## src/rtl/alu_pkg.sv

```systemverilog
// Shared encodings for the decode stage: ALU function codes, B-operand selects,
// MIPS opcode/funct constants and the registered control bundle layout.
// No logic; imported by the interface-side top and the decode lookup.
package alu_pkg;

   // ALU function codes driven on oALUFun
   localparam logic [5:0] ALU_ADD = 6'b000000;
   localparam logic [5:0] ALU_SUB = 6'b000001;
   localparam logic [5:0] ALU_AND = 6'b011000;
   localparam logic [5:0] ALU_OR  = 6'b011110;
   localparam logic [5:0] ALU_XOR = 6'b010110;
   localparam logic [5:0] ALU_NOR = 6'b010001;
   localparam logic [5:0] ALU_STA = 6'b011010;
   localparam logic [5:0] ALU_SLL = 6'b100000;
   localparam logic [5:0] ALU_SRL = 6'b100001;
   localparam logic [5:0] ALU_SRA = 6'b100011;
   localparam logic [5:0] ALU_EQ  = 6'b110011;
   localparam logic [5:0] ALU_NEQ = 6'b110001;
   localparam logic [5:0] ALU_LT  = 6'b110101;
   localparam logic [5:0] ALU_LEZ = 6'b111101;
   localparam logic [5:0] ALU_GEZ = 6'b111001;
   localparam logic [5:0] ALU_GTZ = 6'b111111;
   localparam logic [5:0] ALU_LUI = 6'b011011;

   // B operand selects (2'd3 is reserved and never produced)
   localparam logic [1:0] BSEL_RT   = 2'd0;
   localparam logic [1:0] BSEL_IMM  = 2'd1;
   localparam logic [1:0] BSEL_ZERO = 2'd2;

   // Opcodes
   localparam logic [5:0] OP_RTYPE  = 6'h00;
   localparam logic [5:0] OP_REGIMM = 6'h01;
   localparam logic [5:0] OP_BEQ    = 6'h04;
   localparam logic [5:0] OP_BNE    = 6'h05;
   localparam logic [5:0] OP_BLEZ   = 6'h06;
   localparam logic [5:0] OP_BGTZ   = 6'h07;
   localparam logic [5:0] OP_ADDI   = 6'h08;
   localparam logic [5:0] OP_ADDIU  = 6'h09;
   localparam logic [5:0] OP_SLTI   = 6'h0A;
   localparam logic [5:0] OP_SLTIU  = 6'h0B;
   localparam logic [5:0] OP_ANDI   = 6'h0C;
   localparam logic [5:0] OP_ORI    = 6'h0D;
   localparam logic [5:0] OP_XORI   = 6'h0E;
   localparam logic [5:0] OP_LUI    = 6'h0F;
   localparam logic [5:0] OP_LW     = 6'h23;
   localparam logic [5:0] OP_SW     = 6'h2B;

   // R-type funct codes
   localparam logic [5:0] FN_SLL  = 6'h00;
   localparam logic [5:0] FN_SRL  = 6'h02;
   localparam logic [5:0] FN_SRA  = 6'h03;
   localparam logic [5:0] FN_JR   = 6'h08;
   localparam logic [5:0] FN_JALR = 6'h09;
   localparam logic [5:0] FN_ADD  = 6'h20;
   localparam logic [5:0] FN_ADDU = 6'h21;
   localparam logic [5:0] FN_SUB  = 6'h22;
   localparam logic [5:0] FN_SUBU = 6'h23;
   localparam logic [5:0] FN_AND  = 6'h24;
   localparam logic [5:0] FN_OR   = 6'h25;
   localparam logic [5:0] FN_XOR  = 6'h26;
   localparam logic [5:0] FN_NOR  = 6'h27;
   localparam logic [5:0] FN_SLT  = 6'h2A;
   localparam logic [5:0] FN_SLTU = 6'h2B;

   // Decoded control bundle, registered as one word in the top
   typedef struct packed {
      logic [5:0]  alu_fun;
      logic        sign;
      logic        asel;
      logic [1:0]  bsel;
      logic [31:0] imm;
      logic [4:0]  rs;
      logic [4:0]  rt;
      logic [4:0]  wr_reg;
      logic        reg_write;
      logic        mem_rd;
      logic        mem_wr;
      logic        branch;
      logic        illegal;
   } ctrl_bundle_t;

endpackage

```

## src/rtl/alu_decode_stage_if.sv

```systemverilog
// Fetch-to-EX bus of the decode stage: instruction handshake in, control bundle out.
// slave: decode stage view (takes iInstr, drives bundle); master: the surrounding pipe.
// Flow control is valid/ready on both sides; iFlush squashes held and incoming work.
interface alu_decode_stage_if;
   import alu_pkg::*;

   logic [31:0] iInstr;
   logic        iValid;
   logic        oReady;
   logic        iFlush;
   logic        oValid;
   logic        iReady;
   logic [5:0]  oALUFun;
   logic        oSign;
   logic        oASel;
   logic [1:0]  oBSel;
   logic [31:0] oImm;
   logic [4:0]  oRs;
   logic [4:0]  oRt;
   logic [4:0]  oWrReg;
   logic        oRegWrite;
   logic        oMemRd;
   logic        oMemWr;
   logic        oBranch;
   logic        oIllegal;

   modport slave (
      input  iInstr, iValid, iFlush, iReady,
      output oReady, oValid, oALUFun, oSign, oASel, oBSel, oImm, oRs, oRt,
             oWrReg, oRegWrite, oMemRd, oMemWr, oBranch, oIllegal
   );

   modport master (
      output iInstr, iValid, iFlush, iReady,
      input  oReady, oValid, oALUFun, oSign, oASel, oBSel, oImm, oRs, oRt,
             oWrReg, oRegWrite, oMemRd, oMemWr, oBranch, oIllegal
   );

endinterface

```

## src/rtl/alu_ctrl_lut.sv

```systemverilog
// Combinational MIPS decode: instruction word -> ALU control bundle.
// Latency 0 (pure lookup); no handshake, the top decides when the result is captured.
// Ports: i_instr (32b instruction), o_bundle (ctrl_bundle_t).
module alu_ctrl_lut
   import alu_pkg::*;
#(
   parameter int IMM_W = 16
) (
   input  logic [31:0]  i_instr,
   output ctrl_bundle_t o_bundle
);

   logic [5:0]   w_op;
   logic [5:0]   w_funct;
   logic [4:0]   w_rs;
   logic [4:0]   w_rt;
   logic [4:0]   w_rd;
   logic [31:0]  w_sext;
   logic [31:0]  w_zext;
   logic [31:0]  w_lui;
   logic         w_illegal;
   ctrl_bundle_t w_dec;

   assign w_op    = i_instr[31:26];
   assign w_rs    = i_instr[25:21];
   assign w_rt    = i_instr[20:16];
   assign w_rd    = i_instr[15:11];
   assign w_funct = i_instr[5:0];
   assign w_sext  = {{(32-IMM_W){i_instr[IMM_W-1]}}, i_instr[IMM_W-1:0]};
   assign w_zext  = {{(32-IMM_W){1'b0}}, i_instr[IMM_W-1:0]};
   assign w_lui   = {i_instr[15:0], 16'b0};

   always_comb begin
      w_dec           = '0;
      w_illegal       = 1'b0;
      w_dec.alu_fun   = ALU_ADD;
      w_dec.rs        = w_rs;
      w_dec.rt        = w_rt;
      w_dec.imm       = w_sext;
      // rd for R-type, rt otherwise (also for branches/stores, where it is not written)
      w_dec.wr_reg    = (w_op == OP_RTYPE) ? w_rd : w_rt;

      case (w_op)
         OP_RTYPE: begin
            w_dec.bsel      = BSEL_RT;
            w_dec.reg_write = 1'b1;
            case (w_funct)
               FN_ADD:  begin w_dec.alu_fun = ALU_ADD; w_dec.sign = 1'b1; end
               FN_ADDU: begin w_dec.alu_fun = ALU_ADD; w_dec.sign = 1'b0; end
               FN_SUB:  begin w_dec.alu_fun = ALU_SUB; w_dec.sign = 1'b1; end
               FN_SUBU: begin w_dec.alu_fun = ALU_SUB; w_dec.sign = 1'b0; end
               FN_AND:  w_dec.alu_fun = ALU_AND;
               FN_OR:   w_dec.alu_fun = ALU_OR;
               FN_XOR:  w_dec.alu_fun = ALU_XOR;
               FN_NOR:  w_dec.alu_fun = ALU_NOR;
               FN_SLT:  begin w_dec.alu_fun = ALU_LT; w_dec.sign = 1'b1; end
               FN_SLTU: begin w_dec.alu_fun = ALU_LT; w_dec.sign = 1'b0; end
               FN_SLL:  begin w_dec.alu_fun = ALU_SLL; w_dec.asel = 1'b1; end
               FN_SRL:  begin w_dec.alu_fun = ALU_SRL; w_dec.asel = 1'b1; end
               FN_SRA:  begin w_dec.alu_fun = ALU_SRA; w_dec.asel = 1'b1; end
               // jr passes rs through and writes nothing; jalr links into rd
               FN_JR:   begin w_dec.alu_fun = ALU_STA; w_dec.reg_write = 1'b0; end
               FN_JALR: w_dec.alu_fun = ALU_STA;
               default: w_illegal = 1'b1;
            endcase
         end
         OP_REGIMM: begin
            w_dec.branch = 1'b1;
            w_dec.sign   = 1'b1;
            w_dec.bsel   = BSEL_ZERO;
            case (w_rt)
               5'd0:    w_dec.alu_fun = ALU_LT;
               5'd1:    w_dec.alu_fun = ALU_GEZ;
               default: w_illegal = 1'b1;
            endcase
         end
         OP_BEQ, OP_BNE: begin
            w_dec.branch  = 1'b1;
            w_dec.sign    = 1'b1;
            w_dec.bsel    = BSEL_RT;
            w_dec.alu_fun = (w_op == OP_BEQ) ? ALU_EQ : ALU_NEQ;
         end
         OP_BLEZ, OP_BGTZ: begin
            w_dec.branch  = 1'b1;
            w_dec.sign    = 1'b1;
            w_dec.bsel    = BSEL_ZERO;
            w_dec.alu_fun = (w_op == OP_BLEZ) ? ALU_LEZ : ALU_GTZ;
         end
         OP_ADDI, OP_ADDIU, OP_SLTI, OP_SLTIU, OP_ANDI, OP_ORI, OP_XORI, OP_LUI, OP_LW, OP_SW: begin
            w_dec.bsel      = BSEL_IMM;
            w_dec.reg_write = 1'b1;
            case (w_op)
               OP_ADDI:  begin w_dec.alu_fun = ALU_ADD; w_dec.sign = 1'b1; end
               OP_ADDIU: w_dec.alu_fun = ALU_ADD;
               OP_SLTI:  begin w_dec.alu_fun = ALU_LT; w_dec.sign = 1'b1; end
               OP_SLTIU: w_dec.alu_fun = ALU_LT;
               OP_ANDI:  begin w_dec.alu_fun = ALU_AND; w_dec.imm = w_zext; end
               OP_ORI:   begin w_dec.alu_fun = ALU_OR;  w_dec.imm = w_zext; end
               OP_XORI:  begin w_dec.alu_fun = ALU_XOR; w_dec.imm = w_zext; end
               OP_LUI:   begin w_dec.alu_fun = ALU_LUI; w_dec.imm = w_lui; end
               OP_LW:    begin w_dec.alu_fun = ALU_ADD; w_dec.mem_rd = 1'b1; end
               default:  begin w_dec.alu_fun = ALU_ADD; w_dec.mem_wr = 1'b1; w_dec.reg_write = 1'b0; end
            endcase
         end
         default: w_illegal = 1'b1;
      endcase

      // Illegal instructions still travel as a valid bundle so EX can trap;
      // they must not write, access memory or branch.
      if (w_illegal) begin
         w_dec.alu_fun   = ALU_ADD;
         w_dec.sign      = 1'b0;
         w_dec.asel      = 1'b0;
         w_dec.bsel      = BSEL_RT;
         w_dec.reg_write = 1'b0;
         w_dec.mem_rd    = 1'b0;
         w_dec.mem_wr    = 1'b0;
         w_dec.branch    = 1'b0;
         w_dec.illegal   = 1'b1;
      end
   end

   assign o_bundle = w_dec;

endmodule

```

## src/rtl/alu_decode_stage.sv

```systemverilog
// Decode stage register: captures one decoded instruction per accept and presents it to EX.
// Latency 1 cycle accept->oValid; oReady = !oValid || iReady, bundle holds bit-stable on stall.
// Ports: iClk, iReset (sync, active-high), bus (alu_decode_stage_if.slave).
module alu_decode_stage
   import alu_pkg::*;
#(
   parameter int IMM_W = 16
) (
   input  logic                  iClk,
   input  logic                  iReset,
   alu_decode_stage_if.slave     bus
);

   ctrl_bundle_t w_dec;
   ctrl_bundle_t r_bundle;
   logic         r_valid;
   logic         w_ready;
   logic         w_accept;

   alu_ctrl_lut #(.IMM_W(IMM_W)) u_lut (
      .i_instr  (bus.iInstr),
      .o_bundle (w_dec)
   );

   assign w_ready  = !r_valid || bus.iReady;
   assign w_accept = bus.iValid && w_ready;

   always_ff @(posedge iClk) begin
      if (iReset) begin
         r_valid  <= 1'b0;
         r_bundle <= '0;
      end else if (bus.iFlush) begin
         // An instruction accepted alongside a flush is consumed and dropped;
         // bundle data may stay stale behind oValid=0.
         r_valid <= 1'b0;
      end else if (w_ready) begin
         r_valid <= bus.iValid;
         if (w_accept) begin
            r_bundle <= w_dec;
         end
      end
   end

   assign bus.oReady    = w_ready;
   assign bus.oValid    = r_valid;
   assign bus.oALUFun   = r_bundle.alu_fun;
   assign bus.oSign     = r_bundle.sign;
   assign bus.oASel     = r_bundle.asel;
   assign bus.oBSel     = r_bundle.bsel;
   assign bus.oImm      = r_bundle.imm;
   assign bus.oRs       = r_bundle.rs;
   assign bus.oRt       = r_bundle.rt;
   assign bus.oWrReg    = r_bundle.wr_reg;
   assign bus.oRegWrite = r_bundle.reg_write;
   assign bus.oMemRd    = r_bundle.mem_rd;
   assign bus.oMemWr    = r_bundle.mem_wr;
   assign bus.oBranch   = r_bundle.branch;
   assign bus.oIllegal  = r_bundle.illegal;

endmodule

```

## src/flat_wrapper.sv

```systemverilog
// flat-port wrapper written by rule: the top's interface ports become plain ports
module alu_decode_stage_flat import alu_pkg::*;
#(
   parameter int IMM_W = 16
)
  (iClk, iReset, bus_iInstr, bus_iValid, bus_iFlush, bus_iReady, bus_oReady, bus_oValid, bus_oALUFun, bus_oSign, bus_oASel, bus_oBSel, bus_oImm, bus_oRs, bus_oRt, bus_oWrReg, bus_oRegWrite, bus_oMemRd, bus_oMemWr, bus_oBranch, bus_oIllegal);
  alu_decode_stage_if bus_i ();
  input  logic iClk;
  input  logic iReset;
  input wire logic [$bits(bus_i.iInstr)-1:0] bus_iInstr;
  input wire logic [$bits(bus_i.iValid)-1:0] bus_iValid;
  input wire logic [$bits(bus_i.iFlush)-1:0] bus_iFlush;
  input wire logic [$bits(bus_i.iReady)-1:0] bus_iReady;
  output wire logic [$bits(bus_i.oReady)-1:0] bus_oReady;
  output wire logic [$bits(bus_i.oValid)-1:0] bus_oValid;
  output wire logic [$bits(bus_i.oALUFun)-1:0] bus_oALUFun;
  output wire logic [$bits(bus_i.oSign)-1:0] bus_oSign;
  output wire logic [$bits(bus_i.oASel)-1:0] bus_oASel;
  output wire logic [$bits(bus_i.oBSel)-1:0] bus_oBSel;
  output wire logic [$bits(bus_i.oImm)-1:0] bus_oImm;
  output wire logic [$bits(bus_i.oRs)-1:0] bus_oRs;
  output wire logic [$bits(bus_i.oRt)-1:0] bus_oRt;
  output wire logic [$bits(bus_i.oWrReg)-1:0] bus_oWrReg;
  output wire logic [$bits(bus_i.oRegWrite)-1:0] bus_oRegWrite;
  output wire logic [$bits(bus_i.oMemRd)-1:0] bus_oMemRd;
  output wire logic [$bits(bus_i.oMemWr)-1:0] bus_oMemWr;
  output wire logic [$bits(bus_i.oBranch)-1:0] bus_oBranch;
  output wire logic [$bits(bus_i.oIllegal)-1:0] bus_oIllegal;
  assign bus_i.iInstr = bus_iInstr;
  assign bus_i.iValid = bus_iValid;
  assign bus_i.iFlush = bus_iFlush;
  assign bus_i.iReady = bus_iReady;
  assign bus_oReady = bus_i.oReady;
  assign bus_oValid = bus_i.oValid;
  assign bus_oALUFun = bus_i.oALUFun;
  assign bus_oSign = bus_i.oSign;
  assign bus_oASel = bus_i.oASel;
  assign bus_oBSel = bus_i.oBSel;
  assign bus_oImm = bus_i.oImm;
  assign bus_oRs = bus_i.oRs;
  assign bus_oRt = bus_i.oRt;
  assign bus_oWrReg = bus_i.oWrReg;
  assign bus_oRegWrite = bus_i.oRegWrite;
  assign bus_oMemRd = bus_i.oMemRd;
  assign bus_oMemWr = bus_i.oMemWr;
  assign bus_oBranch = bus_i.oBranch;
  assign bus_oIllegal = bus_i.oIllegal;
  alu_decode_stage #(.IMM_W(IMM_W)) u_core (.iClk(iClk), .iReset(iReset), .bus(bus_i));
endmodule
```

## config.mk

```make
export PLATFORM = sky130hd
export DESIGN_NAME = alu_decode_stage_flat
export DESIGN_NICKNAME = d
export VERILOG_FILES = /design/src/rtl/alu_pkg.sv /design/src/rtl/alu_decode_stage_if.sv /design/src/rtl/alu_ctrl_lut.sv /design/src/rtl/alu_decode_stage.sv /design/src/flat_wrapper.sv
export SDC_FILE = /design/constraint.sdc
export NUM_CORES = 1
export LEC_CHECK = 0
export BUFFER_PORTS_ARGS = -buffer_cell sky130_fd_sc_hd__buf_2
export CORE_MARGIN = 4
export CORE_UTILIZATION = 59
export CTS_BUF_LIST = sky130_fd_sc_hd__clkbuf_8
export DETAILED_ROUTE_END_ITERATION = 16
export PLACE_DENSITY = 0.95
export SLEW_MARGIN = 20
export SYNTH_ARGS = -nofsm -noshare
export SYNTH_HDL_FRONTEND = slang
export SYNTH_HIERARCHICAL = 1
export SYNTH_SLANG_ARGS = --single-unit
```

## constraint.sdc

```tcl
create_clock -name iClk -period 4.8 [get_ports iClk]
set_input_delay 0.24 -clock iClk [delete_from_list [all_inputs] [get_ports iClk]]
set_output_delay 0.24 -clock iClk [all_outputs]
set_load 0.05 [all_outputs]
```

==> results.py <==
metrics = {
    "global_routing": {
        "grt_busiest_layer": "met2",
        "gr-usage-met2_pct": 36.4,
        "grt_pass1_vias": 2977,
        "grt_pass1_wl_um": 13900,
        "antenna_found_initial": 0,
        "grt_usage_pct": 22.2,
        "grtUsageMet3_pct": 4.52,
        "grt_max_degree": 126,
        "met1_usage_pct": 27.8,
        "grt-ovfl-total": 0,
    },
    "route": {
        "dr.pass1.iters": 4,
        "drt-total-wl_um": 8900,
        "vias": 3182,
        "wl_per_cell_um": 15.1,
        "ant_nets": 0,
        "vias_per_cell": 5.39,
        "drtIter0Drc": 233,
        "drc": 0,
    },
    "timing": {
        "fin_worst_skew_ns": 0.00649,
        "tightest_slew_ns": 1.05,
        "hold_viol_final": 0,
        "maxSlewHeadroom_pct": 30.1,
        "fin_setup_tns_ns": 0,
        "final.period_utilization_pct": 40.8,
        "fmax_mhz": 510,
        "setup_violations": 0,
        "period_minus_slack_ns": 1.96,
        "rsz0062_at_grt": "no",
        "drv_slew": 0,
        "holdWs_ns": 0.102,
    },
    "power_and_ir_drop": {
        "peakVddDrop_v": 0.000182,
        "leakage_nw": 1.93,
        "power_density_nw_per_um2": 283,
    },
    "clocking": {
        "numCtsBuffers": 9,
        "cts_tree": "yes",
        "clock_latency_ns": 0.34,
        "cts.sinks": 63,
        "clockRootBuffer": "clkbuf_8",
        "holdBufCountCts": 0,
        "path_clk_slew_ns": 0.07,
        "clockBufferDepth": 2,
        "post_cts_buffers": 0,
        "htreeDepth": 3,
        "ctsResizeCount": 0,
    },
    "cells_and_area": {
        "fin_nets": 545,
        "antenna_cells": 0,
        "final_util_pct": 68.5,
        "syn2layout_area_growth_pct": 12.0,
        "drive_gt1_share_pct": 24.2,
    },
    "job": {
        "cap_viol_max_count": 0,
    },
    "logic_synthesis": {
        "async_reset_ff_share_pct": 0,
        "synth-simple-area-share_pct": 32.9,
        "yosys_register_bits": 63,
        "seq_area_frac_synth_pct": 32.3,
        "synth_area_leaders": "dfxtp_1 (32%), nand2b_1 (21%), mux2i_1 (16%), nor2b_1 (3.2%), buf_12 (3.1%)",
        "synth_mux_area_share_pct": 16.4,
        "synth-xor-area-share_pct": 0.449,
        "post-synth-top-count-cell": "nand2b_1",
        "synth_cell_types": 47,
        "synthTopCellsByCount": "nand2b_1 (130), dfxtp_1 (63), mux2i_1 (63)",
        "syn-cell-area_sq_um": 3900,
        "synth_top_family_by_area": "simple AND/OR/NAND/NOR gates",
        "yosys.area_share.adder_pct": 0,
        "yosys_warnings": 6,
        "syn_nets": 480,
        "synth_top_cell_by_area": "dfxtp_1",
        "yosys_most_used_dff": "dfxtp_1",
        "yosys.area.top_type_share_pct": 32.3,
        "synth_edf_count": 0,
        "syn_inst": 443,
        "synth_compound_area_share_pct": 9.07,
        "synth.avg_cell_area_sq_um": 8.81,
    },
    "floorplanning": {
        "start_util_pct": 61.1,
        "fp.dieH_um": 89.3,
        "ioPinCount": 101,
        "die_width_um": 89.3,
        "die_area_sq_um": 7980,
        "core-area_sq_um": 6390,
        "rows": 29,
    },
    "critical_path": {
        "crit_required_ns": 5.07,
        "critPathLaunchType": "primary input",
        "rrSetupSlack_ns": 2.94,
        "path_max_fanout": 32,
        "crit_path_end_kind": "register",
        "arrival_ns": 2.23,
        "path_class": "primary input to register",
    },
    "place": {
        "gp_congestion": 0.907,
        "dpl.hpwl_um": 6230,
        "io_buffer_count": 100,
    },
    "run_status": {
        "status": "finished, final reports clean",
    },
    "min_path": {
        "hold_path.class": "primary input to register",
    },
}
[per-layer routing]
metal	part of all wire [%]	up-vias
met5	0	-
met4	2.2	0
met3	7.1	19
met2	48	112
met1	42	1454
li1	-	1597
[worst paths after layout]
| check | start | to | cells after the start |
|---|---|---|---|
| min reg2reg | u_core/bus.oRs[0] | u_core/bus.oRs[0] | 2 |
| min | bus_iFlush | u_core/bus.oValid | 2 |
| max | bus_iInstr[30] | u_core/bus.oImm[25] | 7 |
| max reg2reg | u_core/bus.oValid | u_core/bus.oBSel[0] | 4 |
[cell families (layout without fill, tap and decap cells)]
group / count (synthesis) / after routing
simple gates: 212 / 212
mux: 64 / 64
flops: 63 / 63
buf+inv: 52 / 122
compound gates: 50 / 50
xor+xnor: 2 / 2
[cells in the final DEF, fill, tap and decap left out, drive strengths merged, types with 3 or more instances in the layout]
cell type / instances
nand3b: 4
nand2: 20
dfxtp: 63
a21oi: 8
nor3b: 6
a21o: 15
nor3: 7
mux2i: 63
inv: 6
nor2: 9
o21ai: 11
buf: 102
nand2b: 130
or2: 3
nor2b: 21
clkbuf: 11
[per-stage QoR]
step	worst slack (ns)	instance area [sq um]	instances	total power, mW
global placement	2.63	4190	574	0.833
finish	2.84	4370	590	1.24
global route	2.66	4370	590	1.29
CTS	2.90	4370	590	1.24
detailed placement	2.55	4190	574	0.839
floorplan	2.97	3900	443	0.789
[cell type report]
type	count	area [sq um]
Clock inverter	5	25.0
Timing Repair Buffer	102	515
Clock buffer	11	151
Sequential cell	63	1260
Fill cell	526	2010
Tap cell	77	96.3
Multi-Input combinational cell	328	2310
Inverter	4	15.0
[critical path, stage by stage]
cell and delay, ns:
buf_2 0.13, nor2_1 0.24, and3_1 0.28, and3_1 0.88, a21o_1 0.24, nand2b_1 0.06, mux2i_1 0.14
[state kept, by name, indices dropped and copies added, names as in the netlist]
| name | cells |
|---|---|
| u_core/bus.oALUFun | 6 |
| u_core/bus.oASel | 1 |
| u_core/bus.oBSel | 2 |
| u_core/bus.oBranch | 1 |
| u_core/bus.oIllegal | 1 |
| u_core/bus.oImm | 32 |
| u_core/bus.oMemRd | 1 |
| u_core/bus.oMemWr | 1 |
| u_core/bus.oRegWrite | 1 |
| u_core/bus.oRs | 5 |
| u_core/bus.oRt | 5 |
| u_core/bus.oSign | 1 |
| u_core/bus.oValid | 1 |
| u_core/bus.oWrReg | 5 |
[report_power, final]
| part | internal [mW] | leakage [nW] | total (mW) | switching, mW |
|---|---|---|---|---|
| Clock | 0.210 | 0.0977 | 0.407 | 0.197 |
| Combinational | 0.0939 | 1.32 | 0.271 | 0.177 |
| Sequential | 0.546 | 0.514 | 0.557 | 0.0112 |
| Total | 0.849 | 1.93 | 1.24 | 0.386 |
(Power assumes the default switching activity.)
